### src/rtl/keypad_unit_pkg.sv
// keypad_unit_pkg
//   Shared definitions for the keypad responder: key codes, scanner state
//   encodings, the keypad MMIO address, key classification helpers.
//   Optional feature macro used by importers: KEYPAD_NEGATIVE_EN.
package keypad_unit_pkg;

  typedef logic [3:0] key_code_t;

  localparam key_code_t KEY_0     = 4'h0;
  localparam key_code_t KEY_1     = 4'h1;
  localparam key_code_t KEY_2     = 4'h2;
  localparam key_code_t KEY_3     = 4'h3;
  localparam key_code_t KEY_4     = 4'h4;
  localparam key_code_t KEY_5     = 4'h5;
  localparam key_code_t KEY_6     = 4'h6;
  localparam key_code_t KEY_7     = 4'h7;
  localparam key_code_t KEY_8     = 4'h8;
  localparam key_code_t KEY_9     = 4'h9;
  localparam key_code_t KEY_A     = 4'hA;
  localparam key_code_t KEY_B     = 4'hB;
  localparam key_code_t KEY_C     = 4'hC;
  localparam key_code_t KEY_D     = 4'hD;
  localparam key_code_t KEY_STAR  = 4'hE;
  localparam key_code_t KEY_POUND = 4'hF;

  // Scanner states (plain encodings so older Verilog users can share them)
  localparam logic [1:0] KP_SCAN     = 2'd0;
  localparam logic [1:0] KP_PRESS_DB = 2'd1;
  localparam logic [1:0] KP_HELD     = 2'd2;
  localparam logic [1:0] KP_REL_DB   = 2'd3;

  // Word address data_mem decodes as the keypad input register
  localparam logic [31:0] KEYPAD_ADDR = 32'hFFFF_FC10;

  typedef enum logic [2:0] {
    KCLASS_DIGIT,
    KCLASS_CLEAR,
    KCLASS_ENTER,
    KCLASS_PAUSE,
    KCLASS_SIGN,
    KCLASS_NONE
  } key_class_t;

  // Physical position -> key code
  function automatic key_code_t key_lookup(input logic [1:0] row, input logic [1:0] col);
    key_code_t code;
    case ({row, col})
      4'b00_00: code = KEY_1;
      4'b00_01: code = KEY_2;
      4'b00_10: code = KEY_3;
      4'b00_11: code = KEY_A;
      4'b01_00: code = KEY_4;
      4'b01_01: code = KEY_5;
      4'b01_10: code = KEY_6;
      4'b01_11: code = KEY_B;
      4'b10_00: code = KEY_7;
      4'b10_01: code = KEY_8;
      4'b10_10: code = KEY_9;
      4'b10_11: code = KEY_C;
      4'b11_00: code = KEY_STAR;
      4'b11_01: code = KEY_0;
      4'b11_10: code = KEY_POUND;
      default:  code = KEY_D;
    endcase
    return code;
  endfunction

  // Lowest-index active-low column; only meaningful when some column is low
  function automatic logic [1:0] lowest_low(input logic [3:0] col);
    logic [1:0] idx;
    if (!col[0])      idx = 2'd0;
    else if (!col[1]) idx = 2'd1;
    else if (!col[2]) idx = 2'd2;
    else              idx = 2'd3;
    return idx;
  endfunction

  function automatic key_class_t classify(input key_code_t code);
    key_class_t cls;
    if (code <= KEY_9)          cls = KCLASS_DIGIT;
    else if (code == KEY_B)     cls = KCLASS_CLEAR;
    else if (code == KEY_D)     cls = KCLASS_ENTER;
    else if (code == KEY_C)     cls = KCLASS_PAUSE;
    else if (code == KEY_STAR)  cls = KCLASS_SIGN;
    else                        cls = KCLASS_NONE;
    return cls;
  endfunction

endpackage

### src/rtl/keypad_unit_if.sv
// keypad_unit_if
//   Keypad read handshake and status bus between the CPU side (master:
//   data_mem / hazard unit / vga_unit) and the keypad unit (slave).
//   keypad_read_enable   master->slave  keypad load pending
//   keypad_read_complete slave->master  operand valid (level)
//   keypad_data          slave->master  completed operand
//   cpu_pause            slave->master  one-cycle pause request
//   cpu_resume           slave->master  resume request (level)
//   input_value          slave->master  operand being typed
//   digit_count          slave->master  digits typed so far
interface keypad_unit_if #(parameter int DATA_WIDTH = 32);
  logic                  keypad_read_enable;
  logic                  keypad_read_complete;
  logic [DATA_WIDTH-1:0] keypad_data;
  logic                  cpu_pause;
  logic                  cpu_resume;
  logic [DATA_WIDTH-1:0] input_value;
  logic [3:0]            digit_count;

  modport master (
    output keypad_read_enable,
    input  keypad_read_complete, keypad_data, cpu_pause, cpu_resume,
           input_value, digit_count
  );

  modport slave (
    input  keypad_read_enable,
    output keypad_read_complete, keypad_data, cpu_pause, cpu_resume,
           input_value, digit_count
  );
endinterface

### src/rtl/keypad_unit_scanner.sv
// keypad_unit_scanner
//   Drives keypad rows one at a time, debounces press and release, and emits
//   a one-cycle key_valid with the decoded key_code per accepted press.
//   Ports: clk, rst (async, active high), col_in[3:0] (active low),
//          row_out[3:0] (one-hot active low), key_valid, key_code[3:0].
module keypad_unit_scanner
  import keypad_unit_pkg::*;
#(
  parameter int SCAN_DIV     = 50000,
  parameter int DEBOUNCE_CNT = 200000
) (
  input  logic      clk,
  input  logic      rst,
  input  logic [3:0] col_in,
  output logic [3:0] row_out,
  output logic      key_valid,
  output key_code_t key_code
);

  localparam int DIV_W = (SCAN_DIV > 1) ? $clog2(SCAN_DIV) : 1;
  localparam int DB_W  = $clog2(DEBOUNCE_CNT + 1);
  localparam logic [DIV_W-1:0] DIV_LAST = DIV_W'(SCAN_DIV - 1);
  localparam logic [DB_W-1:0]  DB_LAST  = DB_W'(DEBOUNCE_CNT);

  logic [1:0]       state_q, state_d;
  logic [1:0]       row_q, row_d;
  logic [1:0]       col_q, col_d;
  logic [DIV_W-1:0] div_q, div_d;
  logic [DB_W-1:0]  db_q, db_d;
  logic             valid_q, valid_d;
  key_code_t        code_q, code_d;
  logic [3:0]       row_out_q;

  logic       any_low;
  logic [1:0] low_idx;

  assign any_low = ~&col_in;
  assign low_idx = lowest_low(col_in);

  always_comb begin
    state_d = state_q;
    row_d   = row_q;
    col_d   = col_q;
    div_d   = div_q;
    db_d    = db_q;
    valid_d = 1'b0;
    code_d  = code_q;
    case (state_q)
      KP_SCAN: begin
        if (any_low) begin
          // Freeze on this row; the lowest low column is the candidate key
          state_d = KP_PRESS_DB;
          col_d   = low_idx;
          db_d    = '0;
        end else if (div_q == DIV_LAST) begin
          div_d = '0;
          row_d = row_q + 2'd1;
        end else begin
          div_d = div_q + 1'b1;
        end
      end
      KP_PRESS_DB: begin
        if (!any_low || low_idx != col_q) begin
          state_d = KP_SCAN;
          div_d   = '0;
        end else if (db_q == DB_LAST) begin
          valid_d = 1'b1;
          code_d  = key_lookup(row_q, col_q);
          state_d = KP_HELD;
        end else begin
          db_d = db_q + 1'b1;
        end
      end
      KP_HELD: begin
        if (!any_low) begin
          state_d = KP_REL_DB;
          db_d    = '0;
        end
      end
      default: begin // KP_REL_DB
        if (any_low) begin
          state_d = KP_HELD;
        end else if (db_q == DB_LAST) begin
          state_d = KP_SCAN;
          div_d   = '0;
        end else begin
          db_d = db_q + 1'b1;
        end
      end
    endcase
  end

  always_ff @(posedge clk or posedge rst) begin
    if (rst) begin
      state_q   <= KP_SCAN;
      row_q     <= 2'd0;
      col_q     <= 2'd0;
      div_q     <= '0;
      db_q      <= '0;
      valid_q   <= 1'b0;
      code_q    <= KEY_0;
      row_out_q <= 4'b1110;
    end else begin
      state_q   <= state_d;
      row_q     <= row_d;
      col_q     <= col_d;
      div_q     <= div_d;
      db_q      <= db_d;
      valid_q   <= valid_d;
      code_q    <= code_d;
      row_out_q <= ~(4'b0001 << row_d);
    end
  end

  assign row_out   = row_out_q;
  assign key_valid = valid_q;
  assign key_code  = code_q;

endmodule

### src/rtl/keypad_unit.sv
// keypad_unit
//   Keypad responder: scans/debounces a 4x4 keypad and converts key events
//   into a decimal operand, the keypad read handshake and pause/resume
//   requests for the hazard unit.
//   Ports: clk, rst (async, active high), row_out[3:0], col_in[3:0],
//          kp (keypad_unit_if.slave: read enable/complete, data, pause,
//          resume, live value, digit count).
//   Optional feature: define KEYPAD_NEGATIVE_EN to let '*' toggle a sign
//   flag; Enter then returns the two's complement of the typed value.
module keypad_unit
  import keypad_unit_pkg::*;
#(
  parameter int SCAN_DIV     = 50000,
  parameter int DEBOUNCE_CNT = 200000,
  parameter int DATA_WIDTH   = 32,
  parameter int MAX_DIGITS   = 9
) (
  input  logic       clk,
  input  logic       rst,
  output logic [3:0] row_out,
  input  logic [3:0] col_in,
  keypad_unit_if.slave kp
);

  logic      key_valid;
  key_code_t key_code;

  keypad_unit_scanner #(
    .SCAN_DIV     (SCAN_DIV),
    .DEBOUNCE_CNT (DEBOUNCE_CNT)
  ) u_scanner (
    .clk       (clk),
    .rst       (rst),
    .col_in    (col_in),
    .row_out   (row_out),
    .key_valid (key_valid),
    .key_code  (key_code)
  );

  logic [DATA_WIDTH-1:0] value_q, value_d;
  logic [DATA_WIDTH-1:0] data_q, data_d;
  logic [3:0]            count_q, count_d;
  logic                  complete_q, complete_d;
  logic                  paused_q, paused_d;
  logic                  pause_q, pause_d;
  logic                  resume_q, resume_d;
`ifdef KEYPAD_NEGATIVE_EN
  logic                  neg_q, neg_d;
`endif

  logic       rd_active;
  key_class_t key_cls;

  assign rd_active = kp.keypad_read_enable & ~complete_q;
  assign key_cls   = classify(key_code);

  always_comb begin
    value_d    = value_q;
    data_d     = data_q;
    count_d    = count_q;
    complete_d = complete_q;
    paused_d   = paused_q;
    pause_d    = 1'b0;
    resume_d   = resume_q;
`ifdef KEYPAD_NEGATIVE_EN
    neg_d      = neg_q;
`endif

    // Enable low dominates: it ends a completed read and flushes an
    // unfinished one, even if Enter arrives in the same cycle.
    if (!kp.keypad_read_enable) begin
      complete_d = 1'b0;
      value_d    = '0;
      count_d    = 4'd0;
`ifdef KEYPAD_NEGATIVE_EN
      neg_d      = 1'b0;
`endif
    end else if (key_valid && rd_active) begin
      case (key_cls)
        KCLASS_DIGIT: begin
          if (count_q < 4'(MAX_DIGITS)) begin
            value_d = value_q * DATA_WIDTH'(10) + {{(DATA_WIDTH-4){1'b0}}, key_code};
            count_d = count_q + 4'd1;
          end
        end
        KCLASS_CLEAR: begin
          value_d = '0;
          count_d = 4'd0;
`ifdef KEYPAD_NEGATIVE_EN
          neg_d   = 1'b0;
`endif
        end
        KCLASS_ENTER: begin
`ifdef KEYPAD_NEGATIVE_EN
          data_d  = neg_q ? (DATA_WIDTH'(0) - value_q) : value_q;
          neg_d   = 1'b0;
`else
          data_d  = value_q;
`endif
          complete_d = 1'b1;
          value_d    = '0;
          count_d    = 4'd0;
        end
`ifdef KEYPAD_NEGATIVE_EN
        KCLASS_SIGN: neg_d = ~neg_q;
`endif
        default: ;
      endcase
    end

    // Pause/resume works regardless of any keypad read in progress
    if (key_valid && key_cls == KCLASS_PAUSE) begin
      if (paused_q) begin
        paused_d = 1'b0;
        resume_d = 1'b1;
      end else begin
        paused_d = 1'b1;
        pause_d  = 1'b1;
        resume_d = 1'b0;
      end
    end
  end

  always_ff @(posedge clk or posedge rst) begin
    if (rst) begin
      value_q    <= '0;
      data_q     <= '0;
      count_q    <= 4'd0;
      complete_q <= 1'b0;
      paused_q   <= 1'b0;
      pause_q    <= 1'b0;
      resume_q   <= 1'b0;
`ifdef KEYPAD_NEGATIVE_EN
      neg_q      <= 1'b0;
`endif
    end else begin
      value_q    <= value_d;
      data_q     <= data_d;
      count_q    <= count_d;
      complete_q <= complete_d;
      paused_q   <= paused_d;
      pause_q    <= pause_d;
      resume_q   <= resume_d;
`ifdef KEYPAD_NEGATIVE_EN
      neg_q      <= neg_d;
`endif
    end
  end

  assign kp.keypad_read_complete = complete_q;
  assign kp.keypad_data          = data_q;
  assign kp.cpu_pause            = pause_q;
  assign kp.cpu_resume           = resume_q;
  assign kp.input_value          = value_q;
  assign kp.digit_count          = count_q;

endmodule

### src/flat_wrapper.sv
// flat-port wrapper written by rule: the top's interface ports become plain ports
module keypad_unit_flat import keypad_unit_pkg::*;
#(
  parameter int SCAN_DIV     = 50000,
  parameter int DEBOUNCE_CNT = 200000,
  parameter int DATA_WIDTH   = 32,
  parameter int MAX_DIGITS   = 9
)
  (clk, rst, row_out, col_in, kp_keypad_read_enable, kp_keypad_read_complete, kp_keypad_data, kp_cpu_pause, kp_cpu_resume, kp_input_value, kp_digit_count);
  keypad_unit_if #(.DATA_WIDTH(DATA_WIDTH)) kp_i ();
  input  logic clk;
  input  logic rst;
  output logic [3:0] row_out;
  input  logic [3:0] col_in;
  input wire logic [$bits(kp_i.keypad_read_enable)-1:0] kp_keypad_read_enable;
  output wire logic [$bits(kp_i.keypad_read_complete)-1:0] kp_keypad_read_complete;
  output wire logic [$bits(kp_i.keypad_data)-1:0] kp_keypad_data;
  output wire logic [$bits(kp_i.cpu_pause)-1:0] kp_cpu_pause;
  output wire logic [$bits(kp_i.cpu_resume)-1:0] kp_cpu_resume;
  output wire logic [$bits(kp_i.input_value)-1:0] kp_input_value;
  output wire logic [$bits(kp_i.digit_count)-1:0] kp_digit_count;
  assign kp_i.keypad_read_enable = kp_keypad_read_enable;
  assign kp_keypad_read_complete = kp_i.keypad_read_complete;
  assign kp_keypad_data = kp_i.keypad_data;
  assign kp_cpu_pause = kp_i.cpu_pause;
  assign kp_cpu_resume = kp_i.cpu_resume;
  assign kp_input_value = kp_i.input_value;
  assign kp_digit_count = kp_i.digit_count;
  keypad_unit #(.SCAN_DIV(SCAN_DIV), .DEBOUNCE_CNT(DEBOUNCE_CNT), .DATA_WIDTH(DATA_WIDTH), .MAX_DIGITS(MAX_DIGITS)) u_core (.clk(clk), .rst(rst), .row_out(row_out), .col_in(col_in), .kp(kp_i));
endmodule
### config.mk
export PLATFORM = sky130hd
export DESIGN_NAME = keypad_unit_flat
export DESIGN_NICKNAME = d
export VERILOG_FILES = /design/src/rtl/keypad_unit_pkg.sv /design/src/rtl/keypad_unit_if.sv /design/src/rtl/keypad_unit_scanner.sv /design/src/rtl/keypad_unit.sv /design/src/flat_wrapper.sv
export SDC_FILE = /design/constraint.sdc
export NUM_CORES = 1
export LEC_CHECK = 0
export CORE_UTILIZATION = 46
export CTS_CLUSTER_SIZE = 8
export DETAILED_ROUTE_END_ITERATION = 16
export MAX_ROUTING_LAYER = met4
export PLACE_DENSITY = 0.67
export SYNTH_ARGS = -nofsm -noshare
export SYNTH_HDL_FRONTEND = slang
export SYNTH_SLANG_ARGS = --single-unit
### constraint.sdc
create_clock -name clk -period 5.1 [get_ports clk]
set_input_delay 0.765 -clock clk [delete_from_list [all_inputs] [get_ports clk]]
set_output_delay 0.765 -clock clk [all_outputs]
set_load 0.005 [all_outputs]
## After elaboration in Yosys (flattened, before gate mapping)

Memories as Yosys holds them, arrays and structs flattened. A register that Yosys moved wholly into a read port is not among the register bits.
Index checks and enable logic that the tools add are counted.

| storage, ports and cells | value |
|---|---|
| register bits after elaboration | 117 |
| latch bits | 0 |
| logic and storage cells | 118 |
| memories kept | 1 |
| input port bits | 7 |
| RAM bits | 0 |
| ROM bits | 64 |

Memories:

| memory | words | width | rd ports | clocked after Yosys merged registers in | wr ports | line | RTL |
|---|---|---|---|---|---|---|---|
| (no name shown) | 16 | 4 | 1 | 1 | 0 | keypad_unit_pkg.sv:47 | `case ({row, col})` |

| cells by class | value |
|---|---|
| shift operators | 1 |
| order comparisons | 2 |
| bitwise logic cells | 6 |
| muxes and demuxes | 47 |
| multipliers | 1 |
| reduce and logical (&&, ||, !) cells | 18 |
| divide/modulo/power cells | 0 |
| $add $sub $neg | 5 |
| equal/unequal tests | 23 |

Operators with widths:

| kind | count |
|---|---|
| $mux 32 | 3 |
| $mux 18 | 5 |
| $mux 16 | 5 |
| $pmux 32 s2 | 1 |
| $pmux 18 s3 | 1 |
| $pmux 16 s3 | 1 |
| $add 32x4->32 | 1 |
| $mul 32x3->31 const B | 1 |
| $mux 2 | 11 |
| $add 18x1->18 const B | 1 |
| $eq 18x18->1 const B | 1 |
| $add 16x1->16 const B | 1 |
| $eq 16x16->1 const B | 1 |
| $eq 4x4->1 const B | 4 |
| $mux 3 | 4 |
| $mux 4 | 3 |
| $reduce_and 4->1 | 3 |
| $mux 1 | 11 |
| $ne 2x2->1 const B | 5 |
| $reduce_and 3->1 | 3 |
| $pmux 4 s2 | 1 |
| $eq 3x2->1 const B | 2 |
| $ne 3x2->1 const B | 2 |
| $pmux 2 s3 | 1 |
| 24 further kinds | 31 |

## Longest topological paths before layout

| logic depth | value |
|---|---|
| depth in word-level cells | 11 |
| depth in mapped cells | 13 |
| depth with buffers taken out | 13 |

## Modules after synthesis

Synthesis repeated with hierarchy kept, for this count alone.

| unflattened totals | value |
|---|---|
| cell total of the unflattened synthesis | 909 |
| area, all modules | 8,443.1 µm² |

Modules (own cells, without submodules):

| module | area each (µm²) | cells an instance | times used | sequential area each (µm²) |
|---|---|---|---|---|
| keypad_unit | 5,472.7 | 571 | 1 | 1,801.7 |
| keypad_unit_scanner | 2,970.3 | 338 | 1 | 1,229.9 |

## Worst setup path after synthesis

Ideal clock, no wire load.

| path | value |
|---|---|
| path type | flip-flop to flip-flop |
| from | register u_core.value_q[1], in the netlist u_core.kp.input_value[1] |
| to | register u_core.value_q[31], in the netlist u_core.kp.input_value[31] |
| data arrival time | 3.903 ns |
| stages on the path, launching flop included | 14 |
| clock period less this slack | 4.034 ns |
| setup slack | 1.066 ns |
| cells stage by stage | dfrtp_1 -> ha_1 -> ha_1 -> fa_1 -> a211oi_1 -> o21ai_0 -> a211oi_1 -> xor2_1 -> nor4b_1 -> nand4_1 -> nor4_2 -> nand3b_1 -> mux2_2 -> nand3_1 |

| between the ends | value |
|---|---|
| cells in the longest elaborated chain, start to end | 6 |

RTL lines:

| item | line | RTL |
|---|---|---|
| start, declared | keypad_unit.sv:40 | `logic [DATA_WIDTH-1:0] value_q, value_d;` |
| start signal, assigned | keypad_unit.sv:137 | `value_q <= value_d;` |
| $mul 32x3->31 | keypad_unit.sv:82 | `value_d = value_q * DATA_WIDTH'(10) + {{(DATA_WIDTH-4){1'b0}}, key_code};` |
| $add 32x4->32 | keypad_unit.sv:82 |  |
| $mux 32 | keypad_unit.sv:81 | `if (count_q < 4'(MAX_DIGITS)) begin` |
| $pmux 32 s2 | keypad_unit.sv:79 | `case (key_cls)` |
| $mux 32 | keypad_unit.sv:78 | `end else if (key_valid && rd_active) begin` |
| $mux 32 | keypad_unit.sv:71 | `if (!kp.keypad_read_enable) begin` |

Every way passes these cells. The select of a mux whose other input is x is not followed.
A chain may end at the register's enable or synchronous reset.

## Worst setup path in the final report

Ends and elaborated chain as after synthesis.

==> out/metrics.cfg <==
[sta]
setup_viol=0
tightest_slew_ns=1.030
period_needed_ns=4.516
final.setup.tns_ns=0
hold_viol=0
rsz0062_at_grt=no
finClkSkew_ns=0.01003
maxSlewHeadroom=0.3119
slew_violations=0
finalCritPeriodShare=0.8855
fmax_mhz=221.4
worst_slack_ns=0.5838

[global_route]
gr-total-overflow=0
grt_pass1_wl_mm=30.98
grt_max_degree=67
grt_usage=0.2245
antenna_found_initial=0
grt_pass1_vias=6155

[place]
hpwl_mm=13.35
pre_cts_ws_ns=0.4855
portBuffers=81
gp_congestion=0.8992

[die]
start_util=0.4738
fp.dieH_um=133.2
dieArea_sq_um=17730
rows=47
ios=82
coreArea_sq_um=16700
die_x_um=133.2

[min_path]
hp-start=u_core.paused_q$_DFFE_PP0P_
hold_class=reg2reg

[setup_path]
worstPathRequired_ns=5.39
worst-path-max-fanout=6
worst_ep_arrival_time_ns=4.81
path_class=reg2reg
startpoint=u_core.kp.input_value[1]$_DFFE_PP0P_
start_kind=flip-flop
critPathCaptureType=flip-flop
r2r_start=u_core.kp.input_value[1]$_DFFE_PP0P_

[synthesis]
synth-edff-count=0
yosysUniqueCellTypes=68
ys_seq_elements=121
synth-main-ff-cell=dfrtp_1
ys_warn_count=0
synth_cells=844
async_reset_ff_frac=1.000
synthesis.nets=925
netlist_area_sq_um=7913
ys_seq_area_frac=0.3831
avgSynthCellArea_sq_um=9.375

[layout]
areaGrowthSynthToFinish_pct=20.27
num_antenna_cells=0
drive_above_1_share=0.09355
nets=998

[clock_tree]
cts_htree_levels=4
postCtsSetupRepairBufs=0
numCtsBuffers=17
cts_hold_buf=0
cts_buffer_depth=2
cts_tree=yes
clock-sinks=121
clk_pin_slew_worst_paths_ns=0.06
root_buffer=clkbuf_16
clock_latency_ns=0.42

[pwr]
ir_worst_vdd_v=0.0002460
p_leak_nw=4.401
p_per_area_nw_per_um2=274.5

[route]
avgRoutedWirePerCell_um=15.91
vias_per_cell=5.636
vias=6481
ant_nets=0
drtIter0Drc=326
firstDrtPassIters=5
wirelength_mm=18.30
drc=0

[outcome]
status=completed

[run]
cap_violations=0

==> stage by stage <==
step                total power [mW]  area [sq um]  std cells  hold WS [ns]  utilization
finish                         2.612          9517       1150        0.4770       0.5698
global placement               1.439          8925       1118        0.4695       0.5344
floorplan                      1.348          7913        844        0.4426            -
CTS                            2.646          9512       1150        0.4779       0.5695
global route                   2.756          9517       1150        0.5053       0.5698
detailed placement             1.445          8925       1118        0.4702       0.5344
==> metal layers <==
layer  up-vias  routed length (um)  global-route usage
met2       135                8526              0.3517
met5         -                   0                   -
li1       3197                   -                   -
met4         0                 329             0.08270
met3        26                 816             0.04148
met1      3123                8624              0.2904
==> cell usage after synthesis, types with 9 or more instances <==
cell,n,area share
a21oi_1,46,0.029
xnor2_1,29,0.032
inv_1,26,0.012
mux2_2,36,0.051
nand2_1,88,0.042
nand3_1,26,0.016
nand4_1,25,0.020
clkbuf_1,30,0.014
xor2_1,39,0.043
o21ai_0,72,0.046
ha_1,72,0.11
a22o_1,9,0.010
nor3_1,15,0.0095
and3_1,11,0.0087
dfrtp_1,118,0.37
or3_1,9,0.0071
a211oi_1,11,0.010
a21o_1,13,0.012
nor2_1,60,0.028
==> path summary, 6_finish.rpt <==
| kind | endpoint | slack, ns | cells past startpoint |
|---|---|---|---|
| worst max-delay path | u_core.kp.input_value[31]$_DFFE_PP0P_ | 0.58 | 13 |
| worst min-delay path | u_core.kp.cpu_pause$_DFF_PP0_ | 0.48 | 1 |
| worst max register to register | u_core.kp.input_value[31]$_DFFE_PP0P_ | 0.58 | 13 |
| worst min register to register | u_core.kp.cpu_pause$_DFF_PP0_ | 0.48 | 1 |
| max in group asynchronous | u_core.kp.keypad_data[22]$_DFFE_PP0P_ | 3.26 | 3 |
| min in group asynchronous | u_core.u_scanner.div_q[14]$_DFFE_PP0P_ | 0.86 | 2 |
==> repair_timing <==
item,4_1_cts,5_1_grt
endpoints found under the setup margin,0,1
hold endpoints to repair,0,0
resized for setup,0,1
==> final cells by class <==
cell class              count  area (sq um)
fillers                  1505          7184
multi-input cells         665          4674
flip-flops and latches    121          3032
repair buffers             86         848.3
clock buffers              25         495.5
well taps                 220         275.3
inverters                  26         100.1
clock inverters             7         91.34
==> kinds of logic after synthesis <==
logic type	synth area share
adder cells (fa/ha/maj)	0.1189
buffers and inverters	0.02767
flip-flops	0.3831
AND/OR/NAND/NOR	0.1795
multiplexers	0.05914
AO/OA/AOI/OAI	0.1564
XOR/XNOR	0.07527
==> placed cells by master, fill, tap and decap left out, types with 5 or more instances in the layout <==
cell | synthesis | routed
nand4_1 | 25 | 25
inv_1 | 26 | 25
nand3b_1 | 5 | 5
ha_1 | 72 | 72
nor2b_1 | 6 | 6
xnor2_1 | 29 | 29
a21oi_1 | 46 | 46
mux2_2 | 36 | 36
and2_1 | 8 | 8
xor2_1 | 39 | 39
a22o_1 | 9 | 9
clkdlybuf4s50_1 | 0 | 81
o211ai_1 | 8 | 8
a21o_1 | 13 | 13
o21ai_0 | 72 | 72
buf_4 | 0 | 5
nand2_1 | 88 | 88
nand2b_1 | 8 | 8
nor3_1 | 15 | 15
nor2_1 | 60 | 59
or3_1 | 9 | 9
and3_1 | 11 | 11
a211oi_1 | 11 | 10
nand3_1 | 26 | 26
dfrtp_1 | 118 | 118
clkbuf_16 | 0 | 17
==> flip-flops by register name, indices dropped and copies added (netlist names), 2 cells and up <==
register and cells:
u_core.u_scanner.div_q 16, u_core.u_scanner.row_out 4, u_core.u_scanner.state_q 2, u_core.kp.keypad_data 32, u_core.u_scanner.row_q 2, u_core.kp.digit_count 4
u_core.u_scanner.key_code 4, u_core.kp.input_value 32, u_core.u_scanner.col_q 2, u_core.u_scanner.db_q 18
==> critical path, cell delays in order (launching register included) <==
cell and delay [ns]:
dfrtp_1 0.44, ha_1 0.32, ha_1 0.25, fa_1 0.44, a211oi_1 0.44, o21ai_0 0.20
a211oi_2 0.33, xor2_1 0.17, nor4b_1 0.42, nand4_1 0.31, nor4_2 0.53, nand3b_1 0.20
mux2_2 0.27, nand3_1 0.06
==> power breakdown <==
| group | switching [mW] | internal (mW) |
|---|---|---|
| Combinational | 0.246 | 0.129 |
| Sequential | 0.0523 | 0.999 |
| Clock | 0.416 | 0.769 |
Power figures use the tool's default switching activity.
